`src/rtl/gl_cmd_writer_pkg.sv`:
```
// GL command definitions shared by the command writer and the fetch stage:
// opcode constants and the opcode-to-length rule both ends step by.
package gl_defines;

   localparam logic [7:0] OP_VERTEX     = 8'h03;
   localparam logic [7:0] OP_COLOR      = 8'h04;
   localparam logic [7:0] OP_MULTMATRIX = 8'h11;
   localparam logic [7:0] OP_LOADMATRIX = 8'h13;
   localparam logic [7:0] OP_ROTATE     = 8'h16;
   localparam logic [7:0] OP_SCALE      = 8'h17;
   localparam logic [7:0] OP_TRANSLATE  = 8'h18;
   localparam logic [7:0] OP_VIEWPORT   = 8'h19;
   localparam logic [7:0] OP_FRUSTUM    = 8'h1A;

   localparam int CMD_LEN_W = 5;
   typedef logic [CMD_LEN_W-1:0] cmd_len_t;

   typedef enum logic [1:0] {
      ST_HDR,
      ST_BODY,
      ST_DROP
   } wr_state_e;

   // Length in words including the header; unknown opcodes are header-only.
   function automatic cmd_len_t gl_cmd_len(input logic [7:0] op);
      cmd_len_t len;
      case (op)
         OP_VERTEX, OP_COLOR:                 len = cmd_len_t'(4);
         OP_MULTMATRIX, OP_LOADMATRIX,
         OP_ROTATE, OP_SCALE, OP_TRANSLATE:   len = cmd_len_t'(17);
         OP_VIEWPORT:                         len = cmd_len_t'(5);
         OP_FRUSTUM:                          len = cmd_len_t'(7);
         default:                             len = cmd_len_t'(1);
      endcase
      return len;
   endfunction

endpackage

```
`src/rtl/gl_cmd_writer_if.sv`:
```
// Host word stream into the GL command writer: valid/ready handshake.
interface gl_cmd_writer_if #(
   parameter int WIDTH = 32
);
   logic             cmd_valid;
   logic [WIDTH-1:0] cmd_word;
   logic             cmd_ready;

   modport master (output cmd_valid, output cmd_word, input cmd_ready);
   modport slave  (input cmd_valid, input cmd_word, output cmd_ready);
endinterface

```
`src/rtl/gl_cmd_writer_len_lut.sv`:
```
// Combinational opcode -> command length lookup, shared with the fetch stage.
module gl_cmd_len_lut
   import gl_defines::*;
(
   input  logic [7:0] opcode,
   output cmd_len_t   len
);
   assign len = gl_cmd_len(opcode);
endmodule

```
`src/rtl/gl_cmd_writer.sv`:
```
// Packs host GL commands into the BRAM command buffer and publishes a commit pointer.
// Define GL_CMDW_CSUM_EN to build the running XOR checksum of committed words.
module gl_cmd_writer
   import gl_defines::*;
#(
   parameter int TEXT_START = 0,
   parameter int WIDTH      = 32,
   parameter int BUF_BYTES  = 4096
) (
   input  logic               clk,
   input  logic               reset,
   input  logic               hold,
   gl_cmd_writer_if.slave     cmd,
   output logic               bram_we,
   output logic [WIDTH-1:0]   bram_addr,
   output logic [WIDTH-1:0]   bram_wdata,
   output logic [WIDTH-1:0]   commit_addr,
   output logic [15:0]        cmd_count,
   output logic               overflow,
   output logic [WIDTH-1:0]   cmd_csum
);

   localparam logic [WIDTH-1:0] START_ADDR = WIDTH'(TEXT_START);
   localparam logic [WIDTH:0]   END_ADDR   = (WIDTH+1)'(TEXT_START) + (WIDTH+1)'(BUF_BYTES);

   wr_state_e        state_q, state_d;
   logic [WIDTH-1:0] wr_addr_q, wr_addr_d;
   cmd_len_t         rem_q, rem_d;
   logic [WIDTH-1:0] commit_addr_q, commit_addr_d;
   logic [15:0]      cmd_count_q, cmd_count_d;
   logic             overflow_q, overflow_d;
   logic             we_q, we_d;
   logic [WIDTH-1:0] addr_q, addr_d;
   logic [WIDTH-1:0] wdata_q, wdata_d;
   logic             pend_q, pend_d;
   logic [WIDTH-1:0] pend_addr_q, pend_addr_d;
`ifdef GL_CMDW_CSUM_EN
   logic [WIDTH-1:0] csum_q, csum_d;
   logic [WIDTH-1:0] part_q, part_d;
   logic [WIDTH-1:0] pend_csum_q, pend_csum_d;
`endif

   logic             accept;
   logic             fits;
   logic             commit_now;
   cmd_len_t         hdr_len;
   logic [WIDTH-1:0] wr_addr_inc;

   gl_cmd_len_lut u_len_lut (
      .opcode (cmd.cmd_word[7:0]),
      .len    (hdr_len)
   );

   assign cmd.cmd_ready = reset & ~hold;
   assign accept        = cmd.cmd_valid & cmd.cmd_ready;
   assign wr_addr_inc   = wr_addr_q + WIDTH'(4);
   // Widened by one bit so a command ending exactly at the top of the address space cannot wrap.
   assign fits          = ({1'b0, wr_addr_q} + (WIDTH+1)'({hdr_len, 2'b00})) <= END_ADDR;

   always_comb begin
      state_d       = state_q;
      wr_addr_d     = wr_addr_q;
      rem_d         = rem_q;
      commit_addr_d = commit_addr_q;
      cmd_count_d   = cmd_count_q;
      overflow_d    = overflow_q;
      we_d          = 1'b0;
      addr_d        = addr_q;
      wdata_d       = wdata_q;
      pend_d        = 1'b0;
      pend_addr_d   = pend_addr_q;
      commit_now    = 1'b0;
`ifdef GL_CMDW_CSUM_EN
      csum_d        = csum_q;
      part_d        = part_q;
      pend_csum_d   = pend_csum_q;
`endif

      // The commit lands one cycle after the last word's write strobe.
      if (pend_q) begin
         commit_addr_d = pend_addr_q;
         cmd_count_d   = cmd_count_q + 16'd1;
`ifdef GL_CMDW_CSUM_EN
         csum_d        = csum_q ^ pend_csum_q;
`endif
      end

      if (accept) begin
         case (state_q)
            ST_HDR: begin
               rem_d = hdr_len - cmd_len_t'(1);
               if (fits) begin
                  we_d      = 1'b1;
                  addr_d    = wr_addr_q;
                  wdata_d   = cmd.cmd_word;
                  wr_addr_d = wr_addr_inc;
`ifdef GL_CMDW_CSUM_EN
                  part_d    = cmd.cmd_word;
`endif
                  if (hdr_len == cmd_len_t'(1)) commit_now = 1'b1;
                  else                          state_d    = ST_BODY;
               end else begin
                  overflow_d = 1'b1;
                  if (hdr_len != cmd_len_t'(1)) state_d = ST_DROP;
               end
            end
            ST_BODY: begin
               we_d      = 1'b1;
               addr_d    = wr_addr_q;
               wdata_d   = cmd.cmd_word;
               wr_addr_d = wr_addr_inc;
               rem_d     = rem_q - cmd_len_t'(1);
`ifdef GL_CMDW_CSUM_EN
               part_d    = part_q ^ cmd.cmd_word;
`endif
               if (rem_q == cmd_len_t'(1)) begin
                  commit_now = 1'b1;
                  state_d    = ST_HDR;
               end
            end
            ST_DROP: begin
               rem_d = rem_q - cmd_len_t'(1);
               if (rem_q == cmd_len_t'(1)) state_d = ST_HDR;
            end
            default: state_d = ST_HDR;
         endcase
      end

      if (commit_now) begin
         pend_d      = 1'b1;
         pend_addr_d = wr_addr_inc;
`ifdef GL_CMDW_CSUM_EN
         pend_csum_d = part_d;
`endif
      end
   end

   always_ff @(posedge clk) begin
      if (!reset) begin
         state_q       <= ST_HDR;
         wr_addr_q     <= START_ADDR;
         rem_q         <= '0;
         commit_addr_q <= START_ADDR;
         cmd_count_q   <= '0;
         overflow_q    <= 1'b0;
         we_q          <= 1'b0;
         addr_q        <= START_ADDR;
         wdata_q       <= '0;
         pend_q        <= 1'b0;
         pend_addr_q   <= START_ADDR;
`ifdef GL_CMDW_CSUM_EN
         csum_q        <= '0;
         part_q        <= '0;
         pend_csum_q   <= '0;
`endif
      end else begin
         state_q       <= state_d;
         wr_addr_q     <= wr_addr_d;
         rem_q         <= rem_d;
         commit_addr_q <= commit_addr_d;
         cmd_count_q   <= cmd_count_d;
         overflow_q    <= overflow_d;
         we_q          <= we_d;
         addr_q        <= addr_d;
         wdata_q       <= wdata_d;
         pend_q        <= pend_d;
         pend_addr_q   <= pend_addr_d;
`ifdef GL_CMDW_CSUM_EN
         csum_q        <= csum_d;
         part_q        <= part_d;
         pend_csum_q   <= pend_csum_d;
`endif
      end
   end

   assign bram_we     = we_q;
   assign bram_addr   = addr_q;
   assign bram_wdata  = wdata_q;
   assign commit_addr = commit_addr_q;
   assign cmd_count   = cmd_count_q;
   assign overflow    = overflow_q;
`ifdef GL_CMDW_CSUM_EN
   assign cmd_csum    = csum_q;
`else
   assign cmd_csum    = '0;
`endif

endmodule
```
`src/flat_wrapper.sv`:
```
// flat-port wrapper written by rule: the top's interface ports become plain ports
module gl_cmd_writer_flat import gl_defines::*;
#(
   parameter int TEXT_START = 0,
   parameter int WIDTH      = 32,
   parameter int BUF_BYTES  = 4096
)
  (clk, reset, hold, bram_we, bram_addr, bram_wdata, commit_addr, cmd_count, overflow, cmd_csum, cmd_cmd_valid, cmd_cmd_word, cmd_cmd_ready);
  gl_cmd_writer_if #(.WIDTH(WIDTH)) cmd_i ();
  input  logic clk;
  input  logic reset;
  input  logic hold;
  output logic bram_we;
  output logic [WIDTH-1:0] bram_addr;
  output logic [WIDTH-1:0] bram_wdata;
  output logic [WIDTH-1:0] commit_addr;
  output logic [15:0] cmd_count;
  output logic overflow;
  output logic [WIDTH-1:0] cmd_csum;
  input wire logic [$bits(cmd_i.cmd_valid)-1:0] cmd_cmd_valid;
  input wire logic [$bits(cmd_i.cmd_word)-1:0] cmd_cmd_word;
  output wire logic [$bits(cmd_i.cmd_ready)-1:0] cmd_cmd_ready;
  assign cmd_i.cmd_valid = cmd_cmd_valid;
  assign cmd_i.cmd_word = cmd_cmd_word;
  assign cmd_cmd_ready = cmd_i.cmd_ready;
  gl_cmd_writer #(.TEXT_START(TEXT_START), .WIDTH(WIDTH), .BUF_BYTES(BUF_BYTES)) u_core (.clk(clk), .reset(reset), .hold(hold), .cmd(cmd_i), .bram_we(bram_we), .bram_addr(bram_addr), .bram_wdata(bram_wdata), .commit_addr(commit_addr), .cmd_count(cmd_count), .overflow(overflow), .cmd_csum(cmd_csum));
endmodule
```
`config.mk`:
```
export PLATFORM = sky130hd
export DESIGN_NAME = gl_cmd_writer_flat
export DESIGN_NICKNAME = d
export VERILOG_FILES = /design/src/rtl/gl_cmd_writer_pkg.sv /design/src/rtl/gl_cmd_writer_if.sv /design/src/rtl/gl_cmd_writer_len_lut.sv /design/src/rtl/gl_cmd_writer.sv /design/src/flat_wrapper.sv
export SDC_FILE = /design/constraint.sdc
export NUM_CORES = 1
export LEC_CHECK = 0
export CORE_MARGIN = 2
export CORE_UTILIZATION = 45
export DETAILED_ROUTE_END_ITERATION = 8
export PLACE_DENSITY = 0.72
export SYNTH_ARGS = -nofsm -noshare
export SYNTH_HDL_FRONTEND = slang
export SYNTH_SLANG_ARGS = --single-unit
```
`constraint.sdc`:
```
create_clock -name clk -period 6.5 [get_ports clk]
set_clock_uncertainty 0.1 [all_clocks]
set_input_delay 1.3 -clock clk [delete_from_list [all_inputs] [get_ports clk]]
set_output_delay 1.3 -clock clk [all_outputs]
set_load 0.1 [all_outputs]
```
==> results of run 1 <==
==> worst max-delay path by stage <==
stage	from	endpoint	slack, ps	cells after the start
3_5_place_dp	cmd_cmd_word[0]	u_core.wr_addr_q[31]	550	19
2_1_floorplan	cmd_cmd_word[0]	u_core.wr_addr_q[31]	1430	17
6_report	cmd_cmd_word[0]	u_core.wr_addr_q[31]	870	19
3_3_place_gp	cmd_cmd_word[5]	u_core.wr_addr_q[31]	640	18
5_1_grt	cmd_cmd_word[0]	u_core.wr_addr_q[31]	580	20
4_1_cts	cmd_cmd_word[0]	u_core.wr_addr_q[31]	980	19
==> report_power, final <==
part | internal (mW) | switching (mW) | leakage, nW
logic | 0.0640 | 0.219 | 2.42
clock network | 0.542 | 0.466 | 0.270
registers | 1.11 | 0.0102 | 1.44
total | 1.71 | 0.695 | 4.13
==> cell usage after synthesis, types with 3 or more instances <==
library cell,count
and4_1,7
and2_1,3
o211ai_1,4
and3_1,12
buf_6,11
mux2i_1,103
buf_4,41
or2_2,7
buf_2,14
clkbuf_1,34
dfxtp_1,178
a211o_1,4
nand3_1,25
or3_1,29
ha_1,17
a21oi_1,36
a211oi_1,20
nor3_1,12
xor2_1,31
nor2_1,154
o22ai_1,3
nor4_1,3
nand4_1,14
a31oi_1,3
o31ai_1,4
o21ai_0,46
buf_1,4
nand2_1,55
nand3b_1,3
inv_1,16
xnor2_1,22
==> metrics by stage <==
stage	cells	utilization, %	total power, mW	setup slack, ps
2_1_floorplan	987	-	1.39	1430
3_3_place_gp	1271	52.8	1.42	644
3_5_place_dp	1271	52.8	1.42	547
4_1_cts	1303	55.9	2.43	984
5_1_grt	1303	55.9	2.50	577
6_report	1303	55.9	2.41	869
==> logic make-up (layout without fill, tap and decap cells) <==
group	count (synthesis)	after routing	share of synthesized area [%]
buffers and inverters	120	202	8.29
flip-flops	178	178	41.9
AO/OA/AOI/OAI	136	136	10.0
XOR/XNOR	53	53	5.46
other	1	36	0.0441
adder cells (fa/ha/maj)	18	18	2.74
AND/OR/NAND/NOR	342	342	19.3
multiplexers	104	104	12.3
==> cell usage in the layout, fill, tap and decap left out, types with 17 or more instances in the layout <==
cell             instances
clkdlybuf4s50_1        145
xor2_1                  31
a21oi_1                 36
nand2_1                 55
mux2i_1                103
clkbuf_16               17
ha_1                    17
xnor2_1                 22
a211oi_1                20
nor2_1                 154
dfxtp_1                177
or3_1                   29
nand3_1                 25
conb_1                  36
o21ai_0                 46
==> sequential cells by signal, summed over array words and instances (netlist names) <==
signal,flops
u_core.commit_addr,30
u_core.cmd_count,16
u_core.rem_q,5
u_core.bram_addr,30
u_core.pend_q,1
u_core.pend_addr_q,30
u_core.overflow,1
u_core.wr_addr_q,30
u_core.bram_wdata,32
u_core.state_q,2
u_core.bram_we,1
==> cell type report <==
| class | count | share of cell area (%) |
|---|---|---|
| repair buffers | 154 | 14.9 |
| multi-input cells | 689 | 41.9 |
| flip-flops and latches | 178 | 34.2 |
| clock buffers | 18 | 4.12 |
| clock inverters | 14 | 1.40 |
| well taps | 234 | 2.81 |
| inverters | 16 | 0.600 |
==> worst max-delay path, cell delays in order <==
cell and delay [ps]:
clkdlybuf4s50_1 550, inv_1 90, ha_1 210, mux2i_1 150, nor4b_1 70, buf_4 160
a21oi_1 200, inv_1 90, ha_1 360, o211a_1 280, a21oi_4 300, or2_2 210
o21ai_0 100, a2111oi_2 550, and4_1 320, a21oi_4 90, buf_12 220, or4_1 480
a21oi_1 140
==> metal layers <==
| metal | track usage, % | part of all wire [%] | up-vias |
|---|---|---|---|
| met5 | 0 | 0 | - |
| li1 | - | - | 3424 |
| met3 | 5.91 | 8.1 | 33 |
| met4 | 8.32 | 2.2 | 0 |
| met2 | 27.8 | 42 | 248 |
| met1 | 28.5 | 48 | 3111 |
==> metrics.txt, run 1 <==
nets@finish=1110; final-report hold violation count=0; post-synth cell types=61; root buffer cell=clkbuf_16; Die Area=20000 um^2; largest net degree at the start of global routing=69; Async SR Flop Fraction=0%; initial antenna violation count=0; status=completed; Post-synth EDFFs=0; H-tree Lvls=4; clock-pin transition on the worst setup and hold timing paths=70 ps; maximum clock path buffer count=2; RSZ-0062 raised after global routing=no; arrival time at the worst endpoint=5890 ps; filler cell count=1724; R2R cell count=11; hold path start=u_core.pend_addr_q[22]; GP Congestion=0.946; Tcrit/Tclk final=86.6%; synthesized flop and latch total=178; TritonCTS Buffers=17; synth top area cells=dfxtp_1 (42%), mux2i_1 (12%), nor2_1 (6.8%); Area Overhead vs Synth=22.6%; Yosys top cell by area=dfxtp_1; Final Slew Violations=0; synthesized area=8500 um^2; Max-Cap Viols=0; core area=18600 um^2; R2R Setup Slk=2790 ps; worst relative slew slack=31.5%; Die X=141 um; final setup vio count=0; maximum vdd drop=193 uV; placed cell areas=9850 um^2; dpl hpwl=13.7 mm; Multi-input gate area=4370 um^2; final hold slack=361 ps; routed wire length=19.8 mm; DRT iter0 DRCs=431; WP data required=6760 ps; global-route wire length before repair=32.2 mm; Ys Warns=0; Port Buffers=146; setup TNS=0 ps; Lkg Pwr=4.13 nW; Worst Hold Class=reg2reg; Mean Syn Cell Area=8.93 um^2; latest clock arrival within the worst-skew pair=430 ps; routed wire length per instance=15.2 um; Cell Pwr Density=231 nW/um^2; proportion of layout cells with a drive suffix above 1=5.52%; Die H=141 um; Crit Path Category=in2reg; Synth top area share=41.9%; RR Endpoint=u_core.wr_addr_q[31]; maximum operating frequency=178 MHz; Clock Sinks=178; cells after synthesis=952; grt ovf=0; Rows=50; hold depth=2; FF+latch area=3560 um^2; ant diodes=0; ANT nets after route=0; top_reg_cell synth=dfxtp_1; postcts setup bufs=0; Hold Path Sink=u_core.pend_addr_q[22]; Pre-antenna DRT Iters=4; gr usage total=19.9%; Worst Setup End Kind=flip-flop; CTS Hold Bufs=0; DRC errors left=0; Vias/cell=5.23; RR Startpoint=u_core.wr_addr_q[4]; initial core utilization=45.6%; post-CTS sizing=0; vias in the first global route=6221; actual slew at the worst max-slew pin=1020 ps; Worst setup SP type=input pin; total number of vias=6816; Seq/Total Area, Yosys=41.9%; CP Max Fanout=52; CTS tree=built; io pins=183; Final Cell Area=10400 um^2; fin crit period=5630 ps
No activity file was read; power rests on OpenSTA's default activity.
==> run 2: changes to the inputs <==
- RECOVER_POWER: unset -> 25
==> metrics.txt, run 2 (same netlist as run 1, synthesis figures left out) <==
status=finished, violations left; failing checks=capacitance limit, slew limit; global-route wire length before repair=32.2 mm (unchanged); most common cell after layout, fill and taps aside=dfxtp_1; Logic pwr share=11.7% (about the same); Port Buffers=146 (unchanged); fin crit period=5630 ps (-4.94 ps); Pre-antenna DRT Iters=5 (+1); worst relative slew slack=-38.7% (-70 points); Rows=50 (unchanged); hold depth=2 (unchanged); maximum operating frequency=178 MHz (about the same); postcts setup bufs=0 (unchanged); arrival time at the worst endpoint=5860 ps (-30 ps); Final Slew Violations=48 (+48); final hold slack=363 ps (+1.70 ps); clock network power share=41.9% (about the same); Net Sw Frac=28.9% (about the same); H-tree Lvls=4 (unchanged); Tcrit/Tclk final=86.6% (about the same); nets@finish=1110 (unchanged); TritonCTS Buffers=17 (unchanged); final setup vio count=0 (unchanged); gr usage total=19.9% (unchanged); commonest non-fill, non-tap cells in the layout=dfxtp_1 (177), nor2_1 (154), clkdlybuf4s50_1 (115); GP Congestion=0.946 (unchanged); top layer in use=met4; Die X=141 um (unchanged); Max-Cap Viols=1 (+1); Die H=141 um (unchanged); root buffer cell=clkbuf_16; vias in the first global route=6221 (unchanged); NetSw=694 uW (-0.12%); Worst setup SP type=input pin; grt ovf=0 (unchanged); WP data required=6730 ps (-30 ps); largest net degree at the start of global routing=69 (unchanged); latest clock arrival within the worst-skew pair=430 ps (about the same); maximum vdd drop=193 uV (-0.10%); dpl ws=547 ps (unchanged); proportion of layout cells with a drive suffix above 1=5.43% (-0.094 points); post-CTS sizing=0 (unchanged); routed wire length=19.7 mm (-0.33%); setup slack after layout=874 ps (+4.94 ps); RR Endpoint=u_core.wr_addr_q[31]; RR Startpoint=u_core.wr_addr_q[2]; R2R cell count=13 (+2); Cell Pwr Density=231 nW/um^2 (about the same); DRT iter0 DRCs=412 (-4.4%); Metal-1 WL=9.41 mm (-0.88%); RSZ-0062 raised after global routing=no; ANT nets after route=0 (unchanged); Hold Path Sink=u_core.pend_addr_q[22]; DRC errors left=0 (unchanged); ant diodes=0 (unchanged); Clock Sinks=178 (unchanged); CP Max Fanout=52 (unchanged); setup TNS=0 ps (unchanged); initial core utilization=45.6% (unchanged); Final Util=55.9% (about the same); CTS tree=built; Crit Path Category=in2reg; R2R Setup Slk=2780 ps (about the same); Die Area=20000 um^2 (unchanged); final-report hold violation count=0 (unchanged); Met2 Wirelength=8.28 mm (+0.68%); initial antenna violation count=0 (unchanged); clock-pin transition on the worst setup and hold timing paths=70 ps (about the same); core area=18600 um^2 (unchanged); Worst Setup End Kind=flip-flop; hold path start=u_core.pend_addr_q[22]; P_int=1.71 mW (about the same); flip-flop count of the largest register after layout=32 (unchanged); CTS Hold Bufs=0 (unchanged); routed wire length per instance=15.1 um (-0.33%); total number of vias=6819 (+0.044%); Vias/cell=5.23 (about the same); Area Overhead vs Synth=22.6% (about the same); io pins=183 (unchanged); Worst Hold Class=reg2reg; Lkg Pwr=4.22 nW (+2.3%); maximum clock path buffer count=2 (unchanged); Met3 Routed Length=1.58 mm (-1.9%); Reg power frac=46.4% (about the same); dpl hpwl=13.7 mm (unchanged); actual slew at the worst max-slew pin=2080 ps (+1060 ps)
-- run 2: critical path, stage by stage --
cell,delay (ps)
clkdlybuf4s50_1,540
inv_1,80
ha_1,210
mux2i_1,150
nor4b_1,70
buf_4,160
a21oi_1,200
inv_1,90
ha_1,360
o211a_1,280
a21oi_4,300
or2_2,210
o21ai_0,100
a2111oi_2,540
and4_1,310
a21oi_4,90
buf_12,220
or4_1,480
a21oi_1,140
-- run 2: power groups by stage --
stage               combinational [mW]  sequential (mW)  clock, mW
finish                           0.282             1.12       1.01
CTS                              0.284             1.12       1.03
global placement                 0.281             1.14          0
detailed placement               0.283             1.14          0
floorplan                        0.185             1.20          0
global route                     0.296             1.12       1.09
-- run 2: area by class of cell --
cell class	count	area [um^2]
Inverter	16	62.6
Fill cell	1726	8220
Multi-Input combinational cell	689	4370
Clock inverter	14	146
Tap cell	234	293
Clock buffer	18	429
Timing Repair Buffer	154	1550
Sequential cell	178	3560
-- run 2: routing by layer --
metal | up-vias | track usage (%)
met3 | 33 | 5.91
met2 | 235 | 27.8
met1 | 3127 | 28.5
met5 | - | 0
met4 | 0 | 8.32
li1 | 3424 | -
-- run 2: per-stage QoR --
stage / power, mW / instances / instance area, um^2
3_3_place_gp: 1.42 / 1271 / 9850
2_1_floorplan: 1.39 / 987 / 8630
4_1_cts: 2.43 / 1303 / 10400
5_1_grt: 2.50 / 1303 / 10400
3_5_place_dp: 1.42 / 1271 / 9850
6_report: 2.41 / 1303 / 10400
-- run 2: worst max-delay path by stage --
stage	start	end	slack, ps
2_1_floorplan	cmd_cmd_word[0]	u_core.wr_addr_q[31]	1430
3_3_place_gp	cmd_cmd_word[5]	u_core.wr_addr_q[31]	640
3_5_place_dp	cmd_cmd_word[0]	u_core.wr_addr_q[31]	550
4_1_cts	cmd_cmd_word[0]	u_core.wr_addr_q[31]	980
5_1_grt	cmd_cmd_word[0]	u_core.wr_addr_q[31]	550
6_report	cmd_cmd_word[0]	u_core.wr_addr_q[31]	870
==> run 3: changes to the inputs <==
- GPL_TIMING_DRIVEN: unset -> 0
==> metrics.txt, run 3 (same netlist as run 1, synthesis figures left out) <==
WP data required=6700 ps (-30 ps); Crit Path Category=in2reg; nets@finish=1206 (+8.6%); RR Endpoint=u_core.pend_addr_q[10]; flip-flop count of the largest register after layout=32 (unchanged); Clock Sinks=178 (unchanged); global-route wire length before repair=34.6 mm (+7.6%); proportion of layout cells with a drive suffix above 1=9.87% (+4.4 points); commonest non-fill, non-tap cells in the layout=dfxtp_1 (178), nor2_1 (154), mux2i_1 (103); Worst Setup End Kind=flip-flop; root buffer cell=clkbuf_16; CP startpoint=cmd_cmd_word[5]; Worst setup SP type=input pin; R2R cell count=12 (-1); Rows=50 (unchanged); Lkg Pwr=4.74 nW (+12%); routed wire length=21.6 mm (+9.6%); worst setup path endpoint=u_core.pend_addr_q[10]; RSZ-0062 raised after global routing=no; ANT nets after route=0 (unchanged); arrival time at the worst endpoint=6100 ps (+240 ps); Final Cell Area=11000 um^2 (+5.5%); Area Overhead vs Synth=29.4%; fin crit period=5900 ps (+274 ps); Tcrit/Tclk final=90.8% (+4.2 points); clock-pin transition on the worst setup and hold timing paths=70 ps (about the same); status=completed; vias in the first global route=6682 (+7.4%); Die X=141 um (unchanged); initial antenna violation count=0 (unchanged); CTS tree=built; GP Congestion=0.947 (about the same); Port Buffers=146 (unchanged); Die H=141 um (unchanged); most common cell after layout, fill and taps aside=dfxtp_1; largest net degree at the start of global routing=17 (-75%); final setup vio count=0 (unchanged); Vias/cell=5.12 (-2.1%); actual slew at the worst max-slew pin=1020 ps (-1070 ps); CP Max Fanout=10 (-81%); routed wire length per instance=15.4 um (+2.1%); total number of vias=7168 (+5.1%); postcts setup bufs=0 (unchanged); Cell Pwr Density=225 nW/um^2 (-2.5%); Final Slew Violations=0 (-100%); worst relative slew slack=32.1% (+71 points); Pre-antenna DRT Iters=4 (-1); total power draw=2.48 mW (+2.9%); Worst Hold Class=reg2reg; placed cell areas=10400 um^2 (+5.5%); core area=18600 um^2 (unchanged); Max-Cap Viols=0 (-1); final-report hold violation count=0 (unchanged); initial core utilization=45.6% (unchanged); R2R Setup Slk=2640 ps (-140 ps); setup slack after layout=599 ps (-274 ps); latest clock arrival within the worst-skew pair=440 ps (about the same); grt ovf=0 (unchanged); gr usage total=21.8% (+1.9 points); maximum operating frequency=169 MHz (-4.6%); H-tree Lvls=4 (unchanged); DRC errors left=0 (unchanged); dpl ws=-130 ps (-677 ps); filler cell count=1694 (-1.9%); Die Area=20000 um^2 (unchanged); DRT iter0 DRCs=499 (+21%); ant diodes=0 (unchanged); maximum vdd drop=190 uV (-1.8%); RR Startpoint=u_core.wr_addr_q[2]; io pins=183 (unchanged); dpl hpwl=16.2 mm (+18%); TritonCTS Buffers=17 (unchanged); Final Util=59.0% (+3.1 points); maximum clock path buffer count=2 (unchanged); hold depth=2 (unchanged)
run 3: cell count changes in the layout (fill, tap and decap cells not counted), sizes merged:
cell / before / now
buf: 8 / 70
clkdlybuf4s50: 115 / 77
dlygate4sd3: 30 / 69
clkinv: 1 / 5
clkinvlp: 4 / 1
bufinv: 1 / 2
clkbuf: 19 / 54
inv: 24 / 20
run 3: area by class of cell:
class	instances	area, um^2	area share [%]
plain buffers	104	644	5.86
clock buffers	20	457	4.15
clock inverters	12	148	1.34
inverters	16	60.1	0.546
multi-input cells	689	4370	39.7
flip-flops and latches	178	3560	32.4
well taps	234	293	2.66
repair buffers	146	1460	13.3
run 3: critical path, cell delays in order:
cell	delay [ps]
clkdlybuf4s50_1	420
nor3_1	370
nor4b_2	540
inv_1	180
ha_1	300
fa_1	480
a21oi_1	200
o21ai_1	250
or3_1	370
a21oi_1	180
a41o_1	230
and4_1	360
a21o_1	190
buf_2	230
buf_1	370
a211oi_1	140
run 3: power breakdown:
group	switching [mW]	internal, mW	leakage, nW	total [mW]
clock network	0.453	0.596	0.295	1.05
logic	0.230	0.0807	3.01	0.311
registers	0.00920	1.11	1.44	1.12
total	0.693	1.78	4.74	2.48
run 3: through the flow:
| step | hold WS [ps] | TNS (ps) | cells |
|---|---|---|---|
| global route | 375 | 0 | 1399 |
| detailed placement | 352 | -4510 | 1367 |
| floorplan | 334 | 0 | 987 |
| finish | 359 | 0 | 1399 |
| global placement | 345 | -223 | 1367 |
| CTS | 362 | 0 | 1399 |
run 3: what timing repair did:
item,4_1_cts,5_1_grt
gates resized for setup,0,1
endpoints found under the hold margin,0,0
hold buffers,0,0
endpoints found under the setup margin,0,14
run 3: worst min-delay path by stage:
stage	start	end	slack, ps
floorplan	u_core.pend_addr_q[19]	u_core.pend_addr_q[19]	330
global placement	u_core.pend_addr_q[27]	u_core.pend_addr_q[27]	340
detailed placement	u_core.pend_addr_q[18]	u_core.pend_addr_q[18]	350
CTS	u_core.pend_addr_q[18]	u_core.pend_addr_q[18]	360
global route	u_core.pend_addr_q[27]	u_core.pend_addr_q[27]	370
finish	u_core.pend_addr_q[18]	u_core.pend_addr_q[18]	360
run 3: layer usage:
metal	share of wire (%)	GRT usage [%]
met4	2.5	8.89
met2	44	33.0
met5	0	0
met1	47	29.6
met3	6.6	5.84
